### src/rtl/alu_seq_arb.sv
// alu_seq_arb: two-requester round-robin front end for an 8-bit add/subtract
// that is computed serially, one 2-bit digit per cycle, on an external
// combinational 2-bit adder slice.
//
// State table
//   IDLE | waiting for a request; grants, pulses ack and latches operands
//   RUN  | four digit cycles, LSB digit first, through the shared slice
//   DONE | result presented on rsp_*; held until rsp_rdy
//
// Ports
//   clk, rst_n              clock (rising edge), async active-low reset
//   req0/1, a0/1, b0/1,     requester handshakes and operands
//   sub0/1, ack0/1
//   sl_a, sl_b, sl_ci       digit operands to the slice (B pre-inverted on sub)
//   sl_sum, sl_co           slice result, combinational
//   rsp_v, rsp_id, rsp_r,   response; rsp_co is the carry, which for a
//   rsp_co, rsp_rdy         subtract means no borrow (A >= B)
//   busy                    high whenever the FSM is not IDLE
module alu_seq_arb (
  input  logic       clk,
  input  logic       rst_n,
  input  logic       req0,
  input  logic       req1,
  input  logic [7:0] a0,
  input  logic [7:0] a1,
  input  logic [7:0] b0,
  input  logic [7:0] b1,
  input  logic       sub0,
  input  logic       sub1,
  output logic       ack0,
  output logic       ack1,
  output logic [1:0] sl_a,
  output logic [1:0] sl_b,
  output logic       sl_ci,
  input  logic [1:0] sl_sum,
  input  logic       sl_co,
  output logic       rsp_v,
  output logic       rsp_id,
  output logic [7:0] rsp_r,
  output logic       rsp_co,
  input  logic       rsp_rdy,
  output logic       busy
);

  typedef enum logic [1:0] {IDLE = 2'd0, RUN = 2'd1, DONE = 2'd2} state_t;

  state_t     state, state_nxt;
  logic [1:0] digit;
  logic       carry;
  logic [7:0] result;
  logic [7:0] op_a, op_b;
  logic       op_sub;
  logic       op_id;
  logic       prio;     // requester favoured on a tie
  logic       gnt_v;
  logic       gnt_id;
  logic [2:0] bit_lo;

  assign gnt_v  = req0 | req1;
  // A tie goes to the pointer; otherwise the sole requester wins.
  assign gnt_id = (req0 & req1) ? prio : req1;
  assign bit_lo = {digit, 1'b0};

  // state register
  always_ff @(posedge clk or negedge rst_n) begin
    if (!rst_n) state <= IDLE;
    else        state <= state_nxt;
  end

  // next-state logic
  always_comb begin
    state_nxt = state;
    case (state)
      IDLE:    if (gnt_v) state_nxt = RUN;
      RUN:     if (digit == 2'd3) state_nxt = DONE;
      DONE:    if (rsp_rdy) state_nxt = IDLE;
      default: state_nxt = IDLE;
    endcase
  end

  // outputs
  always_comb begin
    ack0   = 1'b0;
    ack1   = 1'b0;
    sl_a   = 2'b00;
    sl_b   = 2'b00;
    sl_ci  = 1'b0;
    rsp_v  = 1'b0;
    rsp_id = 1'b0;
    rsp_r  = 8'h00;
    rsp_co = 1'b0;
    busy   = (state != IDLE);
    case (state)
      IDLE: begin
        // ack is combinational from the requests, so it is gated by rst_n to
        // stay low while reset holds the FSM in IDLE.
        ack0 = rst_n & gnt_v & ~gnt_id;
        ack1 = rst_n & gnt_v & gnt_id;
      end
      RUN: begin
        sl_a  = op_a[bit_lo +: 2];
        sl_b  = op_b[bit_lo +: 2] ^ {2{op_sub}};
        sl_ci = (digit == 2'd0) ? op_sub : carry;
      end
      DONE: begin
        rsp_v  = 1'b1;
        rsp_id = op_id;
        rsp_r  = result;
        rsp_co = carry;
      end
      default: ;
    endcase
  end

  // operand capture, digit counter and result accumulation
  always_ff @(posedge clk or negedge rst_n) begin
    if (!rst_n) begin
      digit  <= 2'd0;
      carry  <= 1'b0;
      result <= 8'h00;
      op_a   <= 8'h00;
      op_b   <= 8'h00;
      op_sub <= 1'b0;
      op_id  <= 1'b0;
      prio   <= 1'b0;
    end else begin
      case (state)
        IDLE: begin
          if (gnt_v) begin
            op_a   <= gnt_id ? a1 : a0;
            op_b   <= gnt_id ? b1 : b0;
            op_sub <= gnt_id ? sub1 : sub0;
            op_id  <= gnt_id;
            prio   <= ~gnt_id;
            digit  <= 2'd0;
          end
        end
        RUN: begin
          result[bit_lo +: 2] <= sl_sum;
          carry               <= sl_co;
          digit               <= digit + 2'd1;
        end
        default: ;
      endcase
    end
  end

endmodule

### config.mk
export PLATFORM = sky130hd
export DESIGN_NAME = alu_seq_arb
export DESIGN_NICKNAME = d
export VERILOG_FILES = /design/src/rtl/alu_seq_arb.sv
export SDC_FILE = /design/constraint.sdc
export NUM_CORES = 1
export LEC_CHECK = 0
export ABC_AREA = 1
export CELL_PAD_IN_SITES_DETAIL_PLACEMENT = 1
export CELL_PAD_IN_SITES_GLOBAL_PLACEMENT = 2
export CORE_MARGIN = 2
export CORE_UTILIZATION = 36
export DETAILED_ROUTE_END_ITERATION = 12
export DONT_BUFFER_PORTS = 1
export GPL_TIMING_DRIVEN = 0
export PLACE_DENSITY_LB_ADDON = 0.1
export SYNTH_ARGS = -nofsm -noshare
export SYNTH_HDL_FRONTEND = slang
export SYNTH_SLANG_ARGS = --single-unit
export TNS_END_PERCENT = 1
### constraint.sdc
create_clock -name clk -period 3.88 [get_ports clk]
set_input_delay 0.776 -clock clk [delete_from_list [all_inputs] [get_ports clk]]
set_output_delay 0.776 -clock clk [all_outputs]
set_load 0.005 [all_outputs]
==> results.ini <==
[floorplanning]
coreArea_um2=5170
initial_core_util=0.377
die_y_um=77.6
ioPinCount=61
dieArea_um2=6020
die_width_um=77.6
rows=26

[drt]
drc=0
wl_per_cell_um=13.7
drtAntennaViolNets=0
vias_per_cell=4.74
drt_iter0_markers=33
wl_um=4800
vias=1658
first_pass_iters=4

[finish]
area_growth_pct=9.11
final_nets=326
final_util=0.411
final_area_um2=2130
fin_cells=350
layout-drive-gt1-share=0.139
antenna_cells=0

[placement]
gp_congestion=0.794
dp_cells=342
place_area_um2=2040
dp_slack_ns=1.73
port_buffers=0
place_hpwl_um=3640

[synth]
ys_seq_area_frac=0.411
avgSynthCellArea_um2=7.17
netlist_instances=272
ys_ff_latch=32
ys_types=24
yosys_warnings=0
synth_top_family_by_area=simple AND/OR/NAND/NOR gates
synthXorXnorAreaFrac=0
synthSimpleGateAreaFrac=0.302
synth_compound_area_frac=0.128
synth_area_um2=1950
synth_fp_nets=319
synthMuxAreaShare=0
synthAdderAreaFrac=0.0321

[global_routing]
grtUsageTotal=0.177
grt_max_degree=34
first_global_vias=1730
grt_overflow_total=0
antenna_found_initial=0
grt_pass1_wl_um=8240

[power]
p_per_area_nw_per_um2=805
p_leak_nw=1.06
vdd_ir_drop_max_uv=339
total_power_mw=1.71

[sta]
rsz0062_at_grt=false
hold_slack_ns=0.179
layout_setup_ws_ns=1.44
fin_crit_sh=0.630
setup_violations=0
finalHoldViolCount=0
relSlewSlack=0.804
setup_tns_ns=0
skew_ns=0.00259
report.final.slew_viol_count=0
worstMarginPinSlew_ns=0.294
final.min_clock_period_ns=2.44
timing.fmax_mhz=409

[clock_network]
numCtsBuffers=5
cts_setup_buffers=0
cts_root_buf=clkbuf_8
cts_num_sinks=32
cts_hold_buf=0
clock_latency_ns=0.29
clkSlewWorstSetupHoldPaths_ns=0.07
ctsResizeCount=0
cts_tree=yes
htree_levels=2
cts_buffer_depth=2

[worst_setup_path]
worst_setup_path_start_kind=register
cpMostUsedCell=inv_1
slowest_stage=dfrtp_1
required_ns=3.10
end_kind=primary output
crit_path_start=digit[1]
regToRegSetupSlack_ns=2.26
cp_max_fo=8
r2r_start=digit[0]
path_delay_family=flip-flops
path_buf_inv=2
rr_endpoint=result[0]
worst_ep_arrival_time_ns=1.67
cp_cell_sequence=inv_1 -> ha_1 -> inv_1 -> o21ai_0 -> a21oi_1
worstSetupPathType=register to primary output
ff2ff_path_depth=8
slowest_delay_ns=0.48

[run]
drv_cap=0

[hold_path]
min_path_type=input pin to asynchronous set/reset pin

[outcome]
outcome=completed

## placed cells by master (no fill, tap or decap), types with 2 or more instances in the layout
cell type  instances
dfrtp_1           32
nand4_1            2
nand3_1            7
nand2_1           76
buf_2              4
nor2_1            43
nor3_1             2
buf_4              3
o21ai_1           15
buf_6              2
o21ai_2            8
a21oi_1            5
clkbuf_1           2
o21ai_0           10
inv_1             40
ha_1               5
clkbuf_8           6
nand2_2           10
## logic make-up after synthesis
group / count (synthesis)
simple gates: 142
buf+inv: 52
compound gates: 41
flops: 32
fa+ha+maj: 5
## power breakdown
group          switching (mW)  leakage, nW  internal, mW
registers               0.101        0.402         0.498
clock network           0.123       0.0455         0.145
logic                   0.540        0.608         0.305
## state kept, by name, summed over array words and instances (netlist names)
| signal | cells |
|---|---|
| result | 8 |
| op_id | 1 |
| state | 2 |
| carry | 1 |
| op_sub | 1 |
| prio | 1 |
| digit | 2 |
| op_b | 8 |
| op_a | 8 |
## worst max path at each step
stage,end,slack (ns),cells past startpoint
final,sl_ci,1.44,5
after global routing,sl_ci,1.26,5
after CTS,sl_ci,1.40,5
after detailed placement,ack0,1.73,3
after global placement,ack0,1.74,3
after floorplan,ack0,1.86,3
## layout make-up
| cell class | instances | area [um^2] |
|---|---|---|
| Buffer | 10 | 85.1 |
| Clock buffer | 8 | 90.1 |
| Fill cell | 672 | 3050 |
| Inverter | 42 | 163 |
| Multi-Input combinational cell | 188 | 901 |
| Sequential cell | 32 | 801 |
| Tap cell | 70 | 87.6 |
## layer usage
metal / vias to the layer above / global-route usage / share of wire
met5: - / 0 / 0
met2: 41 / 0.301 / 0.49
met3: 7 / 0.0372 / 0.040
met4: 0 / 0.0804 / 0.021
met1: 769 / 0.215 / 0.44
li1: 841 / - / -
## worst reg2reg max path, cell delays in order (launching register included)
cell and delay (ns):
dfrtp_1 0.41, inv_1 0.12, buf_2 0.25, ha_1 0.30
inv_1 0.12, nand2_1 0.08, nor3_1 0.14, nand2_1 0.06
o21ai_0 0.07
## Yosys cell counts, drive strengths merged
| cell type | count | area share |
|---|---|---|
| nand3 | 7 | 0.018 |
| nand4 | 2 | 0.0064 |
| buf | 10 | 0.044 |
| nor3 | 3 | 0.010 |
| o21a | 1 | 0.0039 |
| nor2 | 44 | 0.089 |
| o22ai | 1 | 0.0032 |
| ha | 5 | 0.032 |
| o21ai | 34 | 0.11 |
| a21oi | 5 | 0.013 |
| dfrtp | 32 | 0.41 |
| inv | 42 | 0.083 |
| nand2 | 86 | 0.18 |
(Power assumes the default switching activity.)
